File: config.mk
export PLATFORM = sky130hd
export DESIGN_NAME = exception_unit
export DESIGN_NICKNAME = d
export VERILOG_FILES = /design/src/rtl/exception_unit.sv
export SDC_FILE = /design/constraint.sdc
export NUM_CORES = 1
export LEC_CHECK = 0
export CAP_MARGIN = 40
export CORE_AREA = 2 2 128 161
export CTS_CLUSTER_DIAMETER = 50
export CTS_CLUSTER_SIZE = 20
export DETAILED_ROUTE_END_ITERATION = 12
export DIE_AREA = 0 0 130 163
export HOLD_SLACK_MARGIN = 0.08
export PLACE_DENSITY_LB_ADDON = 0.05
export RECOVER_POWER = 50
export SLEW_MARGIN = 0
export SYNTH_ARGS = -nofsm -noshare
export SYNTH_HDL_FRONTEND = slang
export SYNTH_SLANG_ARGS = --single-unit
File: constraint.sdc
create_clock -name clk -period 6.4 [get_ports clk]
set_input_delay 1.28 -clock clk [delete_from_list [all_inputs] [get_ports clk]]
set_output_delay 1.28 -clock clk [all_outputs]
set_load 0.02 [all_outputs]
File: src/rtl/exception_unit.sv
// MEM-stage exception/interrupt resolver and CP0 register file.
// Redirect outputs are combinational; CP0 state updates on the following edge.
module exception_unit #(
    parameter logic [31:0] EXC_VECTOR   = 32'hBFC0_0380,
    parameter logic [31:0] STATUS_RESET = 32'h0040_0000
) (
    input  logic        clk,
    input  logic        rst,
    input  logic        MEM_Valid,
    input  logic [31:0] MEM_PC,
    input  logic        MEM_InDelaySlot,
    input  logic [5:0]  MEM_Except,
    input  logic        MEM_IsStore,
    input  logic [31:0] MEM_BadVAddr,
    input  logic        MEM_IsEret,
    input  logic        MEM_CP0Wr,
    input  logic [4:0]  MEM_CP0Addr,
    input  logic [31:0] MEM_CP0WrData,
    output logic [31:0] CP0RdData,
    input  logic [5:0]  Ext_Int,
    output logic [31:0] IF_NPC,
    output logic        IF_PCWr,
    output logic        Flush,
    output logic [31:0] Status_o,
    output logic [31:0] Cause_o,
    output logic [31:0] EPC_o
);

    typedef enum logic [4:0] {
        EXC_INT  = 5'h00,
        EXC_ADEL = 5'h04,
        EXC_ADES = 5'h05,
        EXC_SYS  = 5'h08,
        EXC_BP   = 5'h09,
        EXC_RI   = 5'h0A,
        EXC_OV   = 5'h0C
    } exc_code_e;

    localparam logic [4:0]  A_BADVADDR   = 5'd8;
    localparam logic [4:0]  A_COUNT      = 5'd9;
    localparam logic [4:0]  A_COMPARE    = 5'd11;
    localparam logic [4:0]  A_STATUS     = 5'd12;
    localparam logic [4:0]  A_CAUSE      = 5'd13;
    localparam logic [4:0]  A_EPC        = 5'd14;
    localparam logic [31:0] STATUS_WMASK = 32'h0000_FF03;

    logic [31:0] status_q, status_d, epc_q, epc_d, badvaddr_q, badvaddr_d;
    logic [31:0] count_q, count_d, compare_q, compare_d;
    logic [7:0]  ip_q, ip_d;
    logic        bd_q, bd_d, ti_q, ti_d, tick_q;
    exc_code_e   exccode_q, exccode_d;

    logic        int_pending, exc_taken, eret_taken, cp0_we;
    exc_code_e   exc_code;
    logic        bad_we;
    logic [31:0] bad_val, cause;

    assign cause = {bd_q, ti_q, 14'b0, ip_q, 1'b0, exccode_q, 2'b0};

    assign int_pending = status_q[0] & ~status_q[1] & (|(ip_q & status_q[15:8])) & MEM_Valid;
    assign exc_taken   = MEM_Valid & (int_pending | (|MEM_Except));
    assign eret_taken  = MEM_Valid & MEM_IsEret & ~exc_taken;
    assign cp0_we      = MEM_CP0Wr & MEM_Valid & ~exc_taken & ~eret_taken;

    always_comb begin
        exc_code = EXC_INT;
        bad_we   = 1'b0;
        bad_val  = '0;
        if (int_pending) begin
            exc_code = EXC_INT;
        end else if (MEM_Except[5]) begin
            exc_code = EXC_ADEL;
            bad_we   = 1'b1;
            bad_val  = MEM_PC;
        end else if (MEM_Except[4]) begin
            exc_code = EXC_RI;
        end else if (MEM_Except[3]) begin
            exc_code = EXC_OV;
        end else if (MEM_Except[2]) begin
            exc_code = EXC_SYS;
        end else if (MEM_Except[1]) begin
            exc_code = EXC_BP;
        end else if (MEM_Except[0]) begin
            exc_code = MEM_IsStore ? EXC_ADES : EXC_ADEL;
            bad_we   = 1'b1;
            bad_val  = MEM_BadVAddr;
        end
    end

    assign Flush   = exc_taken | eret_taken;
    assign IF_PCWr = exc_taken | eret_taken;
    assign IF_NPC  = exc_taken ? EXC_VECTOR : (eret_taken ? epc_q : '0);

    always_comb begin
        case (MEM_CP0Addr)
            A_BADVADDR: CP0RdData = badvaddr_q;
            A_COUNT:    CP0RdData = count_q;
            A_COMPARE:  CP0RdData = compare_q;
            A_STATUS:   CP0RdData = status_q;
            A_CAUSE:    CP0RdData = cause;
            A_EPC:      CP0RdData = epc_q;
            default:    CP0RdData = '0;
        endcase
    end

    always_comb begin
        status_d   = status_q;
        epc_d      = epc_q;
        badvaddr_d = badvaddr_q;
        compare_d  = compare_q;
        bd_d       = bd_q;
        exccode_d  = exccode_q;
        count_d    = tick_q ? count_q + 32'd1 : count_q;
        ti_d       = ti_q | (count_q == compare_q);
        // IP[7:2] samples the lines using the already-registered TI
        ip_d       = {Ext_Int[5] | ti_q, Ext_Int[4:0], ip_q[1:0]};
        if (cp0_we) begin
            case (MEM_CP0Addr)
                A_COUNT:   count_d = MEM_CP0WrData;
                A_COMPARE: begin
                    compare_d = MEM_CP0WrData;
                    ti_d      = 1'b0;
                end
                A_STATUS:  status_d = (status_q & ~STATUS_WMASK) | (MEM_CP0WrData & STATUS_WMASK);
                A_CAUSE:   ip_d[1:0] = MEM_CP0WrData[9:8];
                A_EPC:     epc_d = MEM_CP0WrData;
                default:   ;
            endcase
        end
        if (exc_taken) begin
            exccode_d   = exc_code;
            status_d[1] = 1'b1;
            if (!status_q[1]) begin
                epc_d = MEM_InDelaySlot ? MEM_PC - 32'd4 : MEM_PC;
                bd_d  = MEM_InDelaySlot;
            end
            if (bad_we) badvaddr_d = bad_val;
        end else if (eret_taken) begin
            status_d[1] = 1'b0;
        end
    end

    always_ff @(posedge clk or posedge rst) begin
        if (rst) begin
            status_q   <= STATUS_RESET;
            epc_q      <= '0;
            badvaddr_q <= '0;
            count_q    <= '0;
            compare_q  <= '0;
            ip_q       <= '0;
            bd_q       <= 1'b0;
            ti_q       <= 1'b0;
            tick_q     <= 1'b0;
            exccode_q  <= EXC_INT;
        end else begin
            status_q   <= status_d;
            epc_q      <= epc_d;
            badvaddr_q <= badvaddr_d;
            count_q    <= count_d;
            compare_q  <= compare_d;
            ip_q       <= ip_d;
            bd_q       <= bd_d;
            ti_q       <= ti_d;
            tick_q     <= ~tick_q;
            exccode_q  <= exccode_d;
        end
    end

    assign Status_o = status_q;
    assign Cause_o  = cause;
    assign EPC_o    = epc_q;

endmodule

## Word level (Yosys, flattened, before mapping)

Index checks and enable logic that the tools add are counted.

| storage, ports and cells | value |
|---|---|
| logic and storage cells | 89 |
| input port bits | 120 |
| flip-flop bits (word level) | 176 |

| cells by class | value |
|---|---|
| eq/ne operators | 7 |
| add/sub/neg operators | 2 |
| mux-type cells | 39 |
| bitwise operators | 19 |
| reductions and logical operators | 10 |

Operators by type and width:

| operator | number |
|---|---|
| two-way mux 32 bit | 17 |
| one-hot mux 32 bit (6 select lines) | 1 |
| adder 32 x 1 -> 32 bit (second input constant) | 1 |
| equality test 32 bit | 1 |
| bitwise OR 32 x 16 -> 32 bit | 1 |
| subtractor 32 x 3 -> 32 bit (second input constant) | 1 |
| equality test 5 x 4 -> 1 bit (second input constant) | 6 |
| two-way mux 4 bit | 6 |
| two-way mux 1 bit | 12 |
| AND reduction 2 bit | 6 |
| bitwise AND 1 bit | 9 |
| bitwise AND 8 bit | 1 |
| OR reduction 8 bit | 1 |
| nonzero test 3 bit | 2 |
| OR reduction 6 bit | 1 |
| two-way mux 2 bit | 2 |
| NOT 1 bit | 4 |
| bitwise OR 1 bit | 4 |
| two-way mux 3 bit | 1 |

## Depth between registers and ports, before layout

Gate-level depths: netlist of run 1.

| logic depth | value |
|---|---|
| word-level depth | 13 |
| gate-level depth with buffers | 8 |

## Least setup slack after synthesis of run 1

Ideal clock, no wire load.

| path | value |
|---|---|
| kind | input port to output port |
| start point | input MEM_Valid |
| end point | output IF_NPC[22] |
| slack | 2.316 ns |
| arrival | 2.804 ns |
| stages on the path | 7 |
| data required time | 5.120 ns |
| cells stage by stage | nor2b_1 nand2_1 nor2_1 o21a_1 clkbuf_1 buf_1 a21o_1 |

| between the ends | value |
|---|---|
| word-level cells in the longest chain between the ends | 7 |
| elaborated cells between the ends (all ways) | 8 |

Ends and longest elaborated chain:

| what | RTL line | RTL |
|---|---|---|
| start: declaration | 9 | `input logic MEM_Valid,` |
| bitwise AND 1 bit | 60 | `assign int_pending = status_q[0] & ~status_q[1] & (\|(ip_q & status_q[15:8])) & MEM_Valid;` |
| bitwise OR 1 bit | 61 | `assign exc_taken = MEM_Valid & (int_pending \| (\|MEM_Except));` |
| bitwise AND 1 bit | 61 |  |
| NOT 1 bit | 62 | `assign eret_taken = MEM_Valid & MEM_IsEret & ~exc_taken;` |
| bitwise AND 1 bit | 62 |  |
| two-way mux 32 bit | 92 | `assign IF_NPC = exc_taken ? EXC_VECTOR : (eret_taken ? epc_q : '0);` |
| two-way mux 32 bit * | 92 |  |
| end: declaration | 21 | `output logic [31:0] IF_NPC,` |

Mark *: on every way between the ends. The rest lies on a longest branch, timed or not.

## Final worst setup path of run 1

| path | value |
|---|---|
| start point | input MEM_Valid |
| end point | output IF_NPC[8] |

The elaborated chain is that of the path after synthesis.

==> results.py, run 1 <==
metrics = {
    "job": {
        "cap_violations": 3,
    },
    "sta": {
        "totalNegativeSetupSlack_ns": 0,
        "slew_headroom_pct": -97.1,
        "final.min_clock_period_ns": 5.56,
        "slew_viol_final": 158,
        "fmax_mhz": 180,
        "finalCritPeriodShare_pct": 86.9,
        "finalClockSkew_ns": 0.0104,
        "worst_pin_slew_ns": 2.96,
        "setup_ws_ns": 0.836,
        "fin_hold_ws_ns": 0.537,
        "setup_viol": 0,
        "rsz0062_at_grt": "false",
        "finalHoldViolations": 0,
    },
    "routing": {
        "detail_route.iter0.violations": 644,
        "first_pass_iters": 5,
        "wire_per_inst_um": 21.2,
        "drc": 0,
        "drtAntennaViolNets": 0,
        "via_per_inst": 5.66,
        "num_vias": 8209,
        "routed_wl_mm": 30.8,
    },
    "min_path": {
        "worst_hold_path_type": "flip-flop to flip-flop",
    },
    "placement": {
        "dp_slack_ns": 0.851,
        "gp_congestion": 0.839,
        "dp_hpwl_mm": 21.7,
        "dpl_cell_area_sq_mm": 0.0118,
        "dp.cells": 1419,
        "io_buffers": 241,
    },
    "floorplanning": {
        "coreArea_sq_mm": 0.0198,
        "rows": 58,
        "die-height_um": 163,
        "ios": 282,
        "initial_core_util_pct": 46.9,
        "die_w_um": 130,
        "die-area_sq_mm": 0.0212,
    },
    "cts": {
        "cts_sinks": 153,
        "clk_path_buf_depth": 2,
        "clk_pin_slew_ns": 0.06,
        "htree_levels": 4,
        "clock-root-buffer": "clkbuf_16",
        "cts_inserted_buffers": 17,
        "insertion_delay_ns": 0.43,
        "cts_resized": 0,
        "post_cts_buffers": 0,
        "hold_buffers": 0,
        "cts_tree": "built",
    },
    "cells_and_area": {
        "final_nets": 1290,
        "syn_to_final_growth_pct": 33.2,
        "finalNonFillerCells": 1451,
        "fillers": 1749,
        "drive_gt1_share_pct": 8.47,
        "n_antenna_cell": 0,
        "final_core_util_pct": 62.4,
        "fin_area_sq_mm": 0.0124,
    },
    "synthesis": {
        "yosys.area_share.adder_pct": 0.270,
        "synth_compound_area_share_pct": 15.4,
        "synth_top_family_by_area": "simple AND/OR/NAND/NOR gates",
        "ys_top_cells_by_count": "dfrtp_1, a22oi_1, nor2_1",
        "synth_xor_area_share_pct": 8.30,
        "synthTopCellsByArea": "dfrtp_1, a22oi_1, mux2i_1",
        "synth_top_area_cell": "dfrtp_1",
        "syn_avg_cell_area_sq_um": 9.70,
        "synthMuxAreaShare_pct": 11.4,
        "synth_edf_count": 0,
        "syn_area_sq_mm": 0.00929,
        "synth.distinct_cells": 52,
        "yosys_warnings": 0,
        "synth_most_common_cell": "dfrtp_1",
        "synthFlopType": "dfrtp_1",
        "netlist.area_leader.share_pct": 41.2,
        "async_flop_share_pct": 100,
        "ys_seq_elements": 153,
        "yosys.area_share.simple_pct": 16.3,
        "yosysSeqAreaShare_pct": 41.2,
        "syn_inst": 957,
    },
    "critical_path": {
        "crit_arrival_ns": 4.28,
        "crit_path_end_kind": "output port",
        "crit_required_ns": 5.12,
        "critPathMaxFanout": 13,
        "start_kind": "input port",
        "crit_type": "input port to output port",
    },
    "global_route": {
        "antenna_found_initial": 0,
        "grt_overflow": 0,
        "gr-usage-all-layers_pct": 29.4,
        "grt_pass1_wl_mm": 46.6,
        "grt_pass1_vias": 8134,
        "grt_max_degree": 65,
    },
    "power_and_ir_drop": {
        "ir_drop_mv": 0.196,
        "p_total_mw": 2.72,
        "power_leakage_nw": 5.24,
        "powerDensity_mw_per_mm2": 220,
    },
    "run_status": {
        "violations": "max-capacitance violations, max-slew violations",
        "status": "finished, violations left",
    },
}
-- critical path: stages --
cell	delay, ns
clkdlybuf4s50_1	0.55
nor2b_1	0.25
nand2_1	0.15
nor2_1	0.43
o21a_1	0.71
buf_4	0.24
a21o_1	0.08
clkdlybuf4s50_1	0.59
-- cell usage in the layout (no fill, tap or decap), types with 4 or more instances in the layout --
cell	synthesis	final
a22oi_1	99	98
mux2_2	17	17
xnor2_1	57	57
nand2_1	42	42
inv_6	0	6
clkdlybuf4s50_1	0	180
inv_1	9	8
conb_1	2	40
clkbuf_16	0	17
dlygate4sd3_1	0	61
nor3_2	4	5
nor3_1	16	15
a21oi_1	84	84
a21o_1	12	12
buf_4	43	20
o21a_1	4	4
xor2_1	31	31
mux2i_1	54	54
a222oi_1	9	9
nor4_2	5	4
nor4_4	3	4
nand3_1	24	24
and2_1	25	24
dfrtp_1	153	153
nor4_1	9	9
and4_1	6	6
nand4_1	24	24
mux2_1	29	29
nor2_1	93	90
-- layer usage --
| metal | global-route usage (%) | vias up | wire length [um] |
|---|---|---|---|
| met1 | 37.6 | 4046 | 12700 |
| met3 | 5.29 | 46 | 1600 |
| met5 | 0 | - | 0 |
| li1 | - | 3804 | - |
| met2 | 49.6 | 313 | 15500 |
| met4 | 10.7 | 0 | 945 |
-- where the power goes --
| group | total, mW | switching, mW | leakage, nW | internal, mW |
|---|---|---|---|---|
| Clock | 0.994 | 0.438 | 0.284 | 0.556 |
| Sequential | 1.15 | 0.0941 | 1.92 | 1.06 |
| Combinational | 0.571 | 0.310 | 3.03 | 0.261 |
-- path summary, 6_finish.rpt --
| kind | startpoint | end | slack, ns | depth (start not counted) |
|---|---|---|---|---|
| max in group asynchronous | rst | EPC_o[7]$_DFF_PP0_ | 1.23 | 3 |
| min reg2reg | badvaddr_q[23]$_DFFE_PP0P_ | badvaddr_q[23]$_DFFE_PP0P_ | 0.54 | 2 |
| max | MEM_Valid | IF_NPC[8] | 0.84 | 8 |
| max reg2reg | Status_o[15]$_DFFE_PP0P_ | exccode_q[0]$_DFFE_PP0N_ | 3.67 | 6 |
| min | badvaddr_q[23]$_DFFE_PP0P_ | badvaddr_q[23]$_DFFE_PP0P_ | 0.54 | 2 |
| min in group asynchronous | rst | badvaddr_q[12]$_DFFE_PP0P_ | 1.74 | 2 |
-- area by class of cell --
class	count	area [sq um]	share of cell area, %
Inverter	9	35.0	0.283
Clock buffer	18	439	3.55
Timing Repair Buffer	265	2600	21.0
Tap cell	270	338	2.73
Clock inverter	14	138	1.11
Multi-Input combinational cell	722	4990	40.3
Sequential cell	153	3830	30.9
-- flip-flops by register name (all words and copies together), names as in the netlist --
name / flops
ip_q: 8
bd_q: 1
Status_o: 10
EPC_o: 32
ti_q: 1
tick_q: 1
count_q: 32
badvaddr_q: 32
compare_q: 32
exccode_q: 4
-- cells by family after synthesis --
family                   Yosys count
other                              2
adder cells (fa/ha/maj)            2
multiplexers                     100
buffers and inverters            120
flip-flops                       153
AND/OR/NAND/NOR                  278
XOR/XNOR                          88
AO/OA/AOI/OAI                    214
No activity file was read; power rests on OpenSTA's default activity.
==> inputs of run 2 (changes only) <==
Settings changed: CORE_AREA 2 2 128 161 to 2 2 123 155, CTS_CLUSTER_SIZE 20 to 14, DIE_AREA 0 0 130 163 to 0 0 125 157.
Clock period 6.4 ns to 7 ns, I/O delays scaled along.
==> results.py, run 2 (synthesized netlist as in run 1, its figures left out) <==
metrics = {
    "run_status": {
        "status": "finished, violations left",
        "violations": "max-capacitance violations, max-slew violations",
    },
    "cts": {
        "htree_levels": 4,
        "clk_pin_slew_ns": 0.06,
        "hold_buffers": 0,
        "clk_path_buf_depth": 2,
        "clock-root-buffer": "clkbuf_16",
        "cts_resized": 0,
        "cts_tree": "built",
        "cts_inserted_buffers": 17,
        "post_cts_buffers": 0,
        "cts_sinks": 153,
        "insertion_delay_ns": 0.44,
    },
    "global_route": {
        "gr-usage-all-layers_pct": 30.9,
        "antenna_found_initial": 1,
        "grt.met3_usage_pct": 6.32,
        "met1_usage_pct": 38.6,
        "met2_usage_pct": 52.1,
        "top_usage_layer": "met2",
        "grt_overflow": 0,
        "grt_pass1_vias": 8389,
        "grt_max_degree": 65,
        "grt_pass1_wl_mm": 47.2,
    },
    "floorplanning": {
        "die-area_sq_mm": 0.0196,
        "initial_core_util_pct": 51.5,
        "die_w_um": 125,
        "coreArea_sq_mm": 0.0180,
        "die-height_um": 157,
        "ios": 282,
        "rows": 55,
    },
    "routing": {
        "first_pass_iters": 5,
        "detail_route.iter0.violations": 664,
        "routed_wl_mm": 30.5,
        "num_vias": 8457,
        "via_per_inst": 6.00,
        "drtAntennaViolNets": 0,
        "wire_per_inst_um": 21.6,
        "drc": 0,
    },
    "power_and_ir_drop": {
        "power_frac_comb_pct": 20.8,
        "powerDensity_mw_per_mm2": 203,
        "power_leakage_nw": 5.27,
        "ir_drop_mv": 0.170,
        "clkPwrFrac_pct": 37.5,
        "seqPwrFrac_pct": 41.7,
        "intPower_mw": 1.77,
        "swShare_pct": 29.8,
        "p_switching_uw": 751,
        "p_total_mw": 2.52,
    },
    "cells_and_area": {
        "layout_commonest_cell": "clkdlybuf4s50_1",
        "final_cell_mix": "clkdlybuf4s50_1, dfrtp_1, a22oi_1",
        "final_core_util_pct": 68.7,
        "fin_area_sq_mm": 0.0124,
        "drive_gt1_share_pct": 8.55,
        "syn_to_final_growth_pct": 33.4,
        "final_nets": 1290,
        "finalNonFillerCells": 1410,
    },
    "sta": {
        "fin_hold_ws_ns": 0.528,
        "setup_ws_ns": 1.42,
        "final.min_clock_period_ns": 5.58,
        "finalHoldViolations": 0,
        "totalNegativeSetupSlack_ns": 0,
        "slew_headroom_pct": -56.7,
        "setup_viol": 0,
        "finalCritPeriodShare_pct": 79.8,
        "finalClockSkew_ns": 0.0102,
        "slew_viol_final": 49,
        "rsz0062_at_grt": "false",
        "fmax_mhz": 179,
        "worst_pin_slew_ns": 2.34,
    },
    "critical_path": {
        "crit_required_ns": 5.60,
        "crit_arrival_ns": 4.18,
        "crit_path_end_kind": "output port",
        "critPathMaxFanout": 12,
        "start_kind": "input port",
        "crit_type": "input port to output port",
    },
    "placement": {
        "dp_slack_ns": 1.39,
        "dp_hpwl_mm": 21.7,
        "io_buffers": 241,
        "dpl_cell_area_sq_mm": 0.0118,
        "gp_congestion": 0.830,
        "dp.cells": 1377,
    },
    "min_path": {
        "worst_hold_path_type": "flip-flop to flip-flop",
    },
    "job": {
        "cap_violations": 1,
    },
}
==> run 2: changes by cell type in the layout (fill, tap and decap cells not counted), sizes merged <==
cell and change:
buf +2, clkdlybuf4s50 -1, clkinv +1, inv -4, diode +1, dlygate4sd3 +1, bufinv +1
==> run 2: critical path: stages <==
cell and delay (ns):
clkdlybuf4s50_1 0.45, nor4_2 0.52, nand2_1 0.21, nor3b_2 0.50, buf_4 0.32, and2_1 0.16, clkdlybuf4s50_1 0.60
==> run 2: cell type report <==
| type | count | area (sq um) |
|---|---|---|
| fillers | 1477 | 5650 |
| multi-input cells | 722 | 4990 |
| flip-flops and latches | 153 | 3830 |
| repair buffers | 265 | 2640 |
| clock buffers | 20 | 467 |
| well taps | 228 | 285 |
| clock inverters | 12 | 139 |
| inverters | 9 | 35.0 |
| diodes | 1 | 2.50 |
==> run 2: path summary, 6_finish.rpt <==
path	startpoint	endpoint	slack (ns)	cells past startpoint
min	badvaddr_q[24]$_DFFE_PP0P_	badvaddr_q[24]$_DFFE_PP0P_	0.53	2
max	MEM_Except[1]	IF_NPC[21]	1.42	7
max in group asynchronous	rst	count_q[13]$_DFF_PP0_	3.23	4
min reg2reg	badvaddr_q[24]$_DFFE_PP0P_	badvaddr_q[24]$_DFFE_PP0P_	0.53	2
min in group asynchronous	rst	ip_q[6]$_DFF_PP0_	2.05	2
max reg2reg	ip_q[7]$_DFF_PP0_	compare_q[22]$_DFFE_PP0P_	4.35	6
==> run 2: power by group through the flow <==
| stage | clock [mW] | combinational, mW | sequential [mW] |
|---|---|---|---|
| final | 0.943 | 0.523 | 1.05 |
| after global routing | 0.986 | 0.564 | 1.06 |
| after CTS | 0.949 | 0.544 | 1.05 |
| after detailed placement | 0 | 0.541 | 1.07 |
| after global placement | 0 | 0.531 | 1.07 |
| after floorplan | 0 | 0.241 | 1.10 |
==> run 2: layer usage <==
metal	vias up	wire length, um	share of wire, %
met4	0	1080	3.5
met2	397	15100	49
met5	-	0	0
li1	3813	-	-
met1	4180	12100	40
met3	67	2220	7.3
==> inputs of run 3 (changes only) <==
Settings changed: CORE_AREA 2 2 123 155 to 2 2 128 161, DIE_AREA 0 0 125 157 to 0 0 130 163.
Clock period 7 ns to 5.21 ns, I/O delays scaled along.
==> results.py, run 3 (synthesized netlist as in run 1, its figures left out) <==
metrics = {
    "critical_path": {
        "crit_type": "input port to output port",
        "r2r_cells": 5,
        "max_stage_delay_ns": 0.60,
        "r2r_end": "ip_q[0]$_DFFE_PP0P_",
        "cpMostUsedCell": "clkdlybuf4s50_1",
        "path_buf_inv": 3,
        "crit_family": "buffers and inverters",
        "path_cells": "clkdlybuf4s50_1 -> nor2b_1 -> nand2_1 -> nor2_1 -> o21a_1 -> buf_12 -> a21o_1 -> clkdlybuf4s50_1",
        "crit_arrival_ns": 3.78,
        "critPathMaxFanout": 13,
        "regToRegSetupSlack_ns": 2.60,
        "rr_startpoint": "Status_o[15]$_DFFE_PP0P_",
        "crit_required_ns": 4.17,
        "start_kind": "input port",
        "cp_slowest_cell": "clkdlybuf4s50_1",
        "crit_path_end_kind": "output port",
    },
    "power_and_ir_drop": {
        "powerDensity_mw_per_mm2": 269,
        "intPower_mw": 2.31,
        "p_switching_mw": 1.02,
        "power_frac_comb_pct": 21.1,
        "clkPwrFrac_pct": 36.4,
        "seqPwrFrac_pct": 42.5,
        "power_leakage_nw": 5.23,
        "swShare_pct": 30.6,
        "p_total_mw": 3.33,
        "ir_drop_mv": 0.221,
    },
    "sta": {
        "final.min_clock_period_ns": 4.82,
        "totalNegativeSetupSlack_ns": 0,
        "setup_viol": 0,
        "finalCritPeriodShare_pct": 92.5,
        "slew_headroom_pct": -41.5,
        "worst_pin_slew_ns": 2.12,
        "fmax_mhz": 207,
        "finalHoldViolations": 0,
        "finalClockSkew_ns": 0.0107,
        "slew_viol_final": 81,
        "setup_ws_ns": 0.390,
        "rsz0062_at_grt": "false",
    },
    "cts": {
        "clock-root-buffer": "clkbuf_16",
        "hold_buffers": 0,
        "clk_pin_slew_ns": 0.06,
        "cts_inserted_buffers": 17,
        "post_cts_buffers": 0,
        "cts_resized": 0,
        "clk_path_buf_depth": 2,
        "cts_sinks": 153,
        "cts_tree": "built",
        "insertion_delay_ns": 0.43,
        "htree_levels": 4,
    },
    "floorplanning": {
        "ios": 282,
        "rows": 58,
        "die-height_um": 163,
        "initial_core_util_pct": 46.9,
        "die_w_um": 130,
        "die-area_sq_mm": 0.0212,
        "coreArea_sq_mm": 0.0198,
    },
    "placement": {
        "io_buffers": 241,
        "gp_congestion": 0.842,
        "dp_slack_ns": 0.425,
        "dp_hpwl_mm": 21.4,
    },
    "routing": {
        "num_vias": 8203,
        "detail_route.iter0.violations": 584,
        "drtAntennaViolNets": 0,
        "drc": 0,
        "wire_per_inst_um": 21.0,
        "via_per_inst": 5.66,
        "first_pass_iters": 5,
        "routed_wl_mm": 30.5,
    },
    "cells_and_area": {
        "n_antenna_cell": 0,
        "final_cell_mix": "clkdlybuf4s50_1, dfrtp_1, a22oi_1",
        "drive_gt1_share_pct": 8.31,
        "fillers": 1726,
        "syn_to_final_growth_pct": 33.5,
        "multi_input_area_sq_mm": 0.00499,
        "layout_commonest_cell": "clkdlybuf4s50_1",
        "final_core_util_pct": 62.5,
        "seq_area_sq_mm": 0.00383,
        "final_nets": 1288,
    },
    "min_path": {
        "hold_end": "badvaddr_q[25]$_DFFE_PP0P_",
        "hold_path_depth": 2,
        "min-delay-start": "badvaddr_q[25]$_DFFE_PP0P_",
        "worst_hold_path_type": "flip-flop to flip-flop",
    },
    "global_route": {
        "grt_pass1_vias": 8000,
        "grt_pass1_wl_mm": 45.9,
        "met2_usage_pct": 48.7,
        "top_usage_layer": "met2",
        "grt_max_degree": 82,
        "met1_usage_pct": 36.4,
        "grt_overflow": 0,
        "grt.met3_usage_pct": 4.20,
        "antenna_found_initial": 0,
        "gr-usage-all-layers_pct": 28.8,
    },
    "run_status": {
        "violations": "max-capacitance violations, max-slew violations",
        "status": "finished, violations left",
    },
    "job": {
        "cap_violations": 1,
    },
}
## run 3: changes by cell type in the layout (fill, tap and decap cells not counted), moves of 3 or more
cell        before  now
buf_8            3    0
clkinvlp_4       1    4
buf_12           0    4
buf_4           20   17
## run 3: metrics by stage
| step | instances | area, sq um | hold WS (ns) |
|---|---|---|---|
| after CTS | 1449 | 12400 | 0.533 |
| after floorplan | 995 | 9430 | 0.489 |
| after global routing | 1449 | 12400 | 0.555 |
| after detailed placement | 1417 | 11800 | 0.520 |
| after global placement | 1416 | 11800 | 0.510 |
| final | 1449 | 12400 | 0.526 |
## run 3: how the worst max path moves through the flow
stage	start	end	depth (start not counted)
final	MEM_Valid	IF_NPC[26]	8
after global routing	MEM_Valid	IF_NPC[26]	8
after CTS	MEM_Valid	IF_NPC[26]	8
after detailed placement	MEM_Valid	IF_NPC[26]	8
after global placement	MEM_Valid	IF_NPC[22]	8
after floorplan	rst	EPC_o[0]$_DFF_PP0_	1
## run 3: tightest hold or removal path: cells and delay by family, from the launching register on
family | cells | cell delay, ns
simple gates | 1 | 0.05
compound gates | 1 | 0.10
flops | 1 | 0.34
## run 3: cell type report
class	instances	share of cell area (%)
Sequential cell	153	30.9
Multi-Input combinational cell	722	40.3
Tap cell	270	2.73
Clock inverter	12	0.949
Clock buffer	20	3.69
Inverter	9	0.283
Timing Repair Buffer	263	21.2
## run 3: power by group through the flow
stage / clock, mW / combinational [mW] / sequential (mW)
final: 1.21 / 0.703 / 1.41
after global routing: 1.27 / 0.760 / 1.43
after CTS: 1.23 / 0.734 / 1.42
after detailed placement: 0 / 0.731 / 1.44
after global placement: 0 / 0.721 / 1.44
after floorplan: 0 / 0.324 / 1.48
## run 3: per-layer routing
metal / part of all wire (%) / vias to the layer above
li1: - / 3785
met1: 41 / 4036
met2: 50 / 322
met3: 5.4 / 60
met4: 3.5 / 0
met5: 0 / -
